File: src/rtl/cpu_run_ctrl_pkg.sv
// Shared types and constants for the host-side CPU run controller.
package code_pack;

    // Controller sequencing states
    typedef enum logic [1:0] {
        IDLE  = 2'd0,
        LOAD  = 2'd1,
        START = 2'd2,
        RUN   = 2'd3
    } run_state_e;

    // Width of one instruction word
    localparam int INSTR_W = 9;

endpackage

File: src/rtl/cpu_run_ctrl_if.sv
// Program-load stream plus instruction-memory write port.
// The host is the master; the controller is the slave.
interface cpu_run_ctrl_if import code_pack::*; #(
    parameter int IM_AW = 8
);
    logic               ld_valid;
    logic               ld_ready;
    logic [INSTR_W-1:0] ld_data;
    logic               ld_last;
    logic               im_we;
    logic [IM_AW-1:0]   im_addr;
    logic [INSTR_W-1:0] im_wdata;

    modport master (
        output ld_valid, ld_data, ld_last,
        input  ld_ready, im_we, im_addr, im_wdata
    );

    modport slave (
        input  ld_valid, ld_data, ld_last,
        output ld_ready, im_we, im_addr, im_wdata
    );
endinterface

File: src/rtl/cpu_run_ctrl_sat_counter.sv
// Saturating up-counter with synchronous clear; clear beats enable.
module sat_counter #(
    parameter int W = 16
) (
    input  logic         clk,
    input  logic         rst_n,
    input  logic         clr,
    input  logic         en,
    output logic [W-1:0] q
);
    // Count up, holding at all-ones
    always_ff @(posedge clk or negedge rst_n) begin
        if (!rst_n)
            q <= '0;
        else if (clr)
            q <= '0;
        else if (en && (q != {W{1'b1}}))
            q <= q + 1'b1;
    end
endmodule

File: src/rtl/cpu_run_ctrl.sv
// Host-side sequencer: streams a program into instruction memory,
// kicks the CPU, and times the run with a timeout guard.
module cpu_run_ctrl import code_pack::*; #(
    parameter int IM_AW   = 8,
    parameter int CW      = 16,
    parameter int TIMEOUT = 4096
) (
    input  logic            clk,
    input  logic            rst_n,
    cpu_run_ctrl_if.slave   lb,
    input  logic            run_req,
    input  logic            abort,
    input  logic            done,
    output logic            start,
    output logic            busy,
    output logic            run_ok,
    output logic            timeout,
    output logic            err,
    output logic [IM_AW:0]  prog_len,
    output logic [CW-1:0]   cycles
);
    localparam logic [IM_AW:0]   DEPTH     = {1'b1, {IM_AW{1'b0}}};
    localparam logic [IM_AW:0]   ONE_WORD  = {{IM_AW{1'b0}}, 1'b1};
    localparam logic [IM_AW-1:0] LAST_ADDR = {IM_AW{1'b1}};
    localparam logic [CW-1:0]    TO_LAST   = CW'(TIMEOUT - 1);
    localparam logic [CW-1:0]    TO_VAL    = CW'(TIMEOUT);

    run_state_e         state, state_nxt;
    logic               rdy_en;
    logic [IM_AW:0]     wr_cnt, wr_cnt_nxt;
    logic               we_q, we_nxt;
    logic [IM_AW-1:0]   addr_q, addr_nxt;
    logic [INSTR_W-1:0] wdata_q, wdata_nxt;
    logic               start_nxt, ok_nxt, to_nxt, err_nxt, busy_nxt;
    logic [IM_AW:0]     plen_nxt;
    logic [CW-1:0]      cyc_nxt;
    logic               cnt_clr, cnt_en;
    logic [CW-1:0]      cnt;
    logic               hs;

    // rdy_en keeps ld_ready low while reset is held and for one edge after
    assign lb.ld_ready = rdy_en && ((state == IDLE) || (state == LOAD)) && !abort;
    assign hs          = lb.ld_valid && lb.ld_ready;
    assign lb.im_we    = we_q;
    assign lb.im_addr  = addr_q;
    assign lb.im_wdata = wdata_q;

    sat_counter #(.W(CW)) u_cnt (
        .clk   (clk),
        .rst_n (rst_n),
        .clr   (cnt_clr),
        .en    (cnt_en),
        .q     (cnt)
    );

    // Next-state and next registered-output decode
    always_comb begin
        state_nxt  = state;
        wr_cnt_nxt = wr_cnt;
        we_nxt     = 1'b0;
        addr_nxt   = addr_q;
        wdata_nxt  = wdata_q;
        start_nxt  = 1'b0;
        ok_nxt     = 1'b0;
        to_nxt     = 1'b0;
        err_nxt    = 1'b0;
        plen_nxt   = prog_len;
        cyc_nxt    = cycles;
        cnt_clr    = 1'b0;
        cnt_en     = 1'b0;
        if (abort) begin
            state_nxt = IDLE;
        end else begin
            unique case (state)
                IDLE: begin
                    if (hs) begin
                        we_nxt    = 1'b1;
                        addr_nxt  = '0;
                        wdata_nxt = lb.ld_data;
                        if (lb.ld_last) begin
                            plen_nxt = ONE_WORD;
                        end else begin
                            wr_cnt_nxt = ONE_WORD;
                            state_nxt  = LOAD;
                        end
                    end else if (run_req) begin
                        if (prog_len != '0) begin
                            state_nxt = START;
                            start_nxt = 1'b1;
                        end else begin
                            err_nxt = 1'b1;
                        end
                    end
                end
                LOAD: begin
                    if (hs) begin
                        we_nxt     = 1'b1;
                        addr_nxt   = wr_cnt[IM_AW-1:0];
                        wdata_nxt  = lb.ld_data;
                        wr_cnt_nxt = wr_cnt + 1'b1;
                        if (lb.ld_last) begin
                            plen_nxt  = wr_cnt + 1'b1;
                            state_nxt = IDLE;
                        end else if (wr_cnt[IM_AW-1:0] == LAST_ADDR) begin
                            // Memory full without a last beat: keep what fit, flag it
                            plen_nxt  = DEPTH;
                            err_nxt   = 1'b1;
                            state_nxt = IDLE;
                        end
                    end
                end
                START: begin
                    cnt_clr   = 1'b1;
                    state_nxt = RUN;
                end
                RUN: begin
                    cnt_en = !done;
                    if (done) begin
                        cyc_nxt   = cnt;
                        ok_nxt    = 1'b1;
                        state_nxt = IDLE;
                    end else if (cnt == TO_LAST) begin
                        cyc_nxt   = TO_VAL;
                        to_nxt    = 1'b1;
                        state_nxt = IDLE;
                    end
                end
                default: state_nxt = IDLE;
            endcase
        end
        busy_nxt = (state_nxt != IDLE);
    end

    // State and registered outputs
    always_ff @(posedge clk or negedge rst_n) begin
        if (!rst_n) begin
            state    <= IDLE;
            rdy_en   <= 1'b0;
            wr_cnt   <= '0;
            we_q     <= 1'b0;
            addr_q   <= '0;
            wdata_q  <= '0;
            start    <= 1'b0;
            run_ok   <= 1'b0;
            timeout  <= 1'b0;
            err      <= 1'b0;
            busy     <= 1'b0;
            prog_len <= '0;
            cycles   <= '0;
        end else begin
            state    <= state_nxt;
            rdy_en   <= 1'b1;
            wr_cnt   <= wr_cnt_nxt;
            we_q     <= we_nxt;
            addr_q   <= addr_nxt;
            wdata_q  <= wdata_nxt;
            start    <= start_nxt;
            run_ok   <= ok_nxt;
            timeout  <= to_nxt;
            err      <= err_nxt;
            busy     <= busy_nxt;
            prog_len <= plen_nxt;
            cycles   <= cyc_nxt;
        end
    end
endmodule

File: src/flat_wrapper.sv
// flat-port wrapper written by rule: the top's interface ports become plain ports
module cpu_run_ctrl_flat import code_pack::*;
#(
    parameter int IM_AW   = 8,
    parameter int CW      = 16,
    parameter int TIMEOUT = 4096
)
  (clk, rst_n, run_req, abort, done, start, busy, run_ok, timeout, err, prog_len, cycles, lb_ld_valid, lb_ld_data, lb_ld_last, lb_ld_ready, lb_im_we, lb_im_addr, lb_im_wdata);
  cpu_run_ctrl_if #(.IM_AW(IM_AW)) lb_i ();
  input  logic clk;
  input  logic rst_n;
  input  logic run_req;
  input  logic abort;
  input  logic done;
  output logic start;
  output logic busy;
  output logic run_ok;
  output logic timeout;
  output logic err;
  output logic [IM_AW:0] prog_len;
  output logic [CW-1:0] cycles;
  input wire logic [$bits(lb_i.ld_valid)-1:0] lb_ld_valid;
  input wire logic [$bits(lb_i.ld_data)-1:0] lb_ld_data;
  input wire logic [$bits(lb_i.ld_last)-1:0] lb_ld_last;
  output wire logic [$bits(lb_i.ld_ready)-1:0] lb_ld_ready;
  output wire logic [$bits(lb_i.im_we)-1:0] lb_im_we;
  output wire logic [$bits(lb_i.im_addr)-1:0] lb_im_addr;
  output wire logic [$bits(lb_i.im_wdata)-1:0] lb_im_wdata;
  assign lb_i.ld_valid = lb_ld_valid;
  assign lb_i.ld_data = lb_ld_data;
  assign lb_i.ld_last = lb_ld_last;
  assign lb_ld_ready = lb_i.ld_ready;
  assign lb_im_we = lb_i.im_we;
  assign lb_im_addr = lb_i.im_addr;
  assign lb_im_wdata = lb_i.im_wdata;
  cpu_run_ctrl #(.IM_AW(IM_AW), .CW(CW), .TIMEOUT(TIMEOUT)) u_core (.clk(clk), .rst_n(rst_n), .lb(lb_i), .run_req(run_req), .abort(abort), .done(done), .start(start), .busy(busy), .run_ok(run_ok), .timeout(timeout), .err(err), .prog_len(prog_len), .cycles(cycles));
endmodule
File: config.mk
export PLATFORM = sky130hd
export DESIGN_NAME = cpu_run_ctrl_flat
export DESIGN_NICKNAME = d
export VERILOG_FILES = /design/src/rtl/cpu_run_ctrl_pkg.sv /design/src/rtl/cpu_run_ctrl_if.sv /design/src/rtl/cpu_run_ctrl_sat_counter.sv /design/src/rtl/cpu_run_ctrl.sv /design/src/flat_wrapper.sv
export SDC_FILE = /design/constraint.sdc
export NUM_CORES = 1
export LEC_CHECK = 0
export CORE_MARGIN = 2
export CORE_UTILIZATION = 35
export CTS_CLUSTER_SIZE = 12
export DETAILED_ROUTE_END_ITERATION = 12
export PLACE_DENSITY = 0.65
export SETUP_SLACK_MARGIN = 0.5
export SLEW_MARGIN = 20
export SYNTH_ARGS = -nofsm -noshare
export SYNTH_HDL_FRONTEND = slang
export SYNTH_SLANG_ARGS = --single-unit
File: constraint.sdc
create_clock -name clk -period 2.5 [get_ports clk]
set_clock_uncertainty 0.05 [all_clocks]
set_input_delay 0.375 -clock clk [delete_from_list [all_inputs] [get_ports clk]]
set_output_delay 0.375 -clock clk [all_outputs]
set_load 0.005 [all_outputs]
=== After elaboration in Yosys (flattened, before gate mapping) ===
Index checks and enable logic that the tools add are counted.

* Register bits: 76
* Output and inout port bits: 49

* $add $sub $neg: 2
* Reduce and logical (&&, ||, !) cells: 19
* Equality and inequality tests: 11
* Bitwise logic cells: 1
* Muxes and demuxes: 55

{| class="wikitable"
|+ Operators by type and width
! operator !! number
|-
| $mux 9 || 8
|-
| $mux 16 || 4
|-
| $pmux 9 s2 || 2
|-
| $mux 1 || 26
|-
| $mux 2 || 10
|-
| $add 16x1->16 const B || 1
|-
| $eq 16x12->1 const B || 1
|-
| $mux 8 || 2
|-
| $ne 16x16->1 const B || 1
|-
| $pmux 8 s2 || 1
|-
| $add 9x1->9 const B || 1
|-
| $reduce_bool 9->1 || 1
|-
| $eq 8x8->1 const B || 1
|-
| $pmux 2 s4 || 1
|-
| $reduce_bool 2->1 || 4
|-
| $reduce_and 3->1 || 2
|-
| $reduce_and 6->1 || 1
|-
| $reduce_and 5->1 || 1
|-
| $eq 2x2->1 const B || 2
|-
| $logic_and 1x1->1 || 4
|-
| $ne 2x1->1 const B || 2
|-
| $ne 2x2->1 const B || 2
|-
| $reduce_and 4->1 || 1
|-
| $ne 3x3->1 const B || 1
|-
| 7 further kinds || 8
|}

=== Longest topological paths before layout ===
* Depth after elaboration: 9
* Gate-level depth with buffers: 8
* Depth with buffers taken out: 5

=== By module ===
From an unflattened synthesis, not the netlist that was laid out.

* Cell total of the unflattened synthesis: 340
* Area, all modules: 3527.1 sq um

{| class="wikitable"
|+ Modules (own cells, without submodules)
! module !! times used !! cells each !! area an instance (sq um) !! sequential area each (sq um)
|-
| cpu_run_ctrl || 1 || 246 || 2596.2 || 1501.4
|-
| sat_counter || 1 || 94 || 930.9 || 400.4
|}

=== Worst setup path before layout ===
Ideal clock, no wire load.

* Kind: flip-flop to flip-flop
* Start: register u_core.wr_cnt[0]
* End: register u_core.prog_len[0]
* Arrival: 1832 ps
* Path slack: 492 ps
* Path buffers: 2
* Stages on the path, launching flop included: 8
* Required time: 2325 ps
* Cells stage by stage: dfrtp_1 -> ha_1 -> nand3_2 -> or3_1 -> buf_2 -> a21o_1 -> buf_6 -> mux2_4

* Word-level cells in the longest chain between the ends: 4
* Elaborated cells on any way between the ends: 7

{| class="wikitable"
|+ RTL lines
! element !! RTL line !! source
|-
| from (decl) || cpu_run_ctrl.sv:30 || <nowiki>logic [IM_AW:0] wr_cnt, wr_cnt_nxt;</nowiki>
|-
| from (signal assigned) || cpu_run_ctrl.sv:153 || <nowiki>wr_cnt <= wr_cnt_nxt;</nowiki>
|-
| $add 9x1->9 || cpu_run_ctrl.sv:102 || <nowiki>plen_nxt = wr_cnt + 1'b1;</nowiki>
|-
| $mux 9 || cpu_run_ctrl.sv:101 || <nowiki>if (lb.ld_last) begin</nowiki>
|-
| $mux 9 || cpu_run_ctrl.sv:96 || <nowiki>if (hs) begin</nowiki>
|-
| $pmux 9 s2 || cpu_run_ctrl.sv:74 || <nowiki>unique case (state)</nowiki>
|-
| to (signal assigned) || cpu_run_ctrl.sv:162 || <nowiki>prog_len <= plen_nxt;</nowiki>
|-
| to (decl) || cpu_run_ctrl.sv:19 || <nowiki>output logic [IM_AW:0] prog_len,</nowiki>
|}

Parallel ways exist; a longest one is shown, timed or not. The select of a mux whose other input is x is not followed.
A chain may end at the register's enable or synchronous reset.

=== Final worst setup path ===
* Start: input port abort
* End: output port lb_ld_ready

* Word-level cells in the longest chain between the ends: 2

{| class="wikitable"
|+ RTL lines
! element !! RTL line !! source
|-
| from (decl) || flat_wrapper.sv:13 || <nowiki>input logic abort;</nowiki>
|-
| $logic_not 1->1 || cpu_run_ctrl.sv:42 || <nowiki>assign lb.ld_ready = rdy_en && ((state == IDLE) || (state == LOAD)) && !abort;</nowiki>
|-
| $logic_and 1x1->1 || cpu_run_ctrl.sv:42 ||
|-
| to (decl) || flat_wrapper.sv:25 || <nowiki>output wire logic [$bits(lb_i.ld_ready)-1:0] lb_ld_ready;</nowiki>
|}

Every way passes these cells.

==> metrics.txt <==
outcome=completed; boundary pin count=65; hpwl dp=about 6 mm; Worst Hold Launch=u_core.lb.im_addr[1]; antenna viol nets, final=0; die area=0.0114 mm^2; first-pass GRT wire length=about 15 mm; DRT Pass-1 Iters=5; Async S/R FF share, synth=1.00; power per cell area=around 660 mW/mm^2; sequential area share after synthesis=0.516; gr ovfl total=0; Multi-input gate area=0.00161 mm^2; metal3 WL=~500 um; Initial Utilization=0.358; max-slew violations=0; uppermost layer routed=met4; H-tree depth=3; layout cells sized above 1=0.115; clk_lat worst skew=~0.36 ns; largest net degree at the start of global routing=40; CP Data Required Time=between 2 and 2.5 ns; die height=107 um; Final nets=between 400 and 500; net count after synthesis=400; RePlAce Congestion=around 0.91; placed cell area=0.00448 mm^2; Routed met1 length=between 3 and 4 mm; n_diodes=0; overall power=around 3.2 mW; Crit Path Class=primary input to output port; DRC Markers=0; CTS tree=built; leakage=2.12 nW; Post-synth top cells=dfrtp_1 (76), nand2_1 (65), o21ai_1 (26), inv_1 (20); Final TNS setup=0 ns; Synth Warn #=0; Seq cells post-synth=76; leading area contributor after synthesis=dfrtp_1; peak supply drop=0.000246 V; max_slew headroom=0.625; antenna violations before repair=0; Worst-Margin Slew=roughly 0.56 ns; max-cap viol count=0; final worst slack=about 0.54 ns; Vias/cell=5.35; pre-CTS setup slack=0.196 ns; met2 WL=4.25 mm; gr usage total=0.160; final number of hold-violating endpoints=0; Worst EP arrival=between 1.5 and 2 ns; routed len/inst=14.7 um; Synth area leaders=dfrtp_1 (52%), nand2_1 (6.6%), o21ai_1 (3.5%); Final Critical Period=1.96 ns; Detailed Route WL=slightly below 9 mm; Core Area=slightly above 0.01 mm^2; part of the cycle the worst path needs=0.783; fill count=around 970; CTS Sinks=between 70 and 80; Starting DRT DRC Count=between 150 and 200; Most used DFF post-synth=dfrtp_1; clk root buf=clkbuf_8; synth unique cells=56; Die X=roughly 110 um; vias=3188; Clock Pin Slew Worst Setup and Hold Paths=roughly 0.08 ns; clock buffer count from CTS=9; Post-synth EDFFs=0; Critical Path Start=abort; worst min path class=register to register; Layout area overhead=30.5%; count leader, synth=dfrtp_1; Port Buffers=64; cell area after synthesis=between 0.003 and 0.004 mm^2; vias in the first global route=roughly 3100; FMAX=a little over 500 MHz; RSZ-0062 raised after global routing=yes; num rows=37; Avg Cell Area, Syn=9.64 um^2; register area=0.00191 mm^2; CP Capture Type=output port; Worst Setup Start Kind=primary input; area fraction of the dominant cell type after synthesis=0.516; design area=0.00480 mm^2; cells after synthesis=382; Setup violations, final=0; CTS Buffer Depth=2; Worst Path Max Fanout=6; reg2reg start=u_core.wr_cnt[0]
metal layers:
metal,global-route usage,vias to the layer above
li1,-,1516
met1,0.209,1546
met2,0.261,110
met3,0.0401,16
met4,0.0529,0
met5,0,-
final timing paths:
kind                                              to  slack, ns  cells past startpoint
worst max register to register    u_core.prog_len[5]       0.55                      5
min in group asynchronous            u_core.state[0]       0.49                      2
worst min register to register  u_core.lb.im_addr[1]       0.42                      2
worst min-delay path            u_core.lb.im_addr[1]       0.42                      2
worst max-delay path                     lb_ld_ready       0.54                      5
max in group asynchronous              u_core.run_ok       1.24                      3
registers in the layout (all words and copies together) (netlist names):
name / count
u_core.lb.im_wdata: 9
u_core.start: 1
u_core.cycles: 16
u_core.prog_len: 9
u_core.lb.im_we: 1
u_core.wr_cnt: 9
u_core.busy: 1
u_core.rdy_en: 1
u_core.timeout: 1
u_core.state: 2
u_core.lb.im_addr: 8
u_core.err: 1
u_core.run_ok: 1
u_core.u_cnt.q: 16
repair_timing:
action,CTS,global route
hold endpoints to repair,37,0
hold buffers,1,0
endpoints found under the setup margin,11,10
setup buffers,4,0
pin swaps,1,0
gates resized for setup,6,7
stage by stage:
step / utilization / std cells / hold slack (ns)
final: 0.467 / 596 / 0.421
after global routing: 0.467 / 596 / 0.457
after CTS: 0.465 / 596 / 0.427
after detailed placement: 0.436 / 575 / 0.341
after global placement: 0.436 / 575 / 0.337
after floorplan: - / 382 / 0.0294
worst max-delay path, cell delays in order:
cell and delay (ns):
clkdlybuf4s15_1 0.25, buf_4 0.19, nor2_2 0.09, and2_1 0.13, clkdlybuf4s50_1 0.49
kinds of logic (layout without fill, tap and decap cells):
logic type,count (synthesis),after routing,synth area share
xor gates and xnor gates,4,4,0.00952
AOI/OAI and AO/OA,97,97,0.168
other,1,1,0.00102
and+or+nand+nor,147,147,0.207
adders and majority gates,2,2,0.00679
muxes,12,12,0.0370
buffers and inverters,43,121,0.0544
DFF,76,76,0.516
where the power goes:
group / switching [mW] / internal [mW]
clock network: 0.473 / 0.690
registers: 0.104 / 1.34
logic: 0.254 / 0.292
total: 0.832 / 2.32
placed cells by master (no fill, tap or decap), types with 9 or more instances in the layout:
cell type / n
a22oi_1: 15
clkbuf_8: 10
buf_4: 19
inv_1: 20
nor3_1: 9
a21oi_1: 16
nand2_1: 65
o21ai_1: 25
clkdlybuf4s50_1: 62
nand3_1: 16
dfrtp_1: 72
layout make-up:
cell class,instances,share of cell area
Clock buffer,10,0.0286
Clock inverter,6,0.0232
Inverter,22,0.0172
Multi-Input combinational cell,263,0.336
Sequential cell,76,0.397
Tap cell,136,0.0354
Timing Repair Buffer,83,0.163
Note: power is estimated with default switching activity, not from simulation.
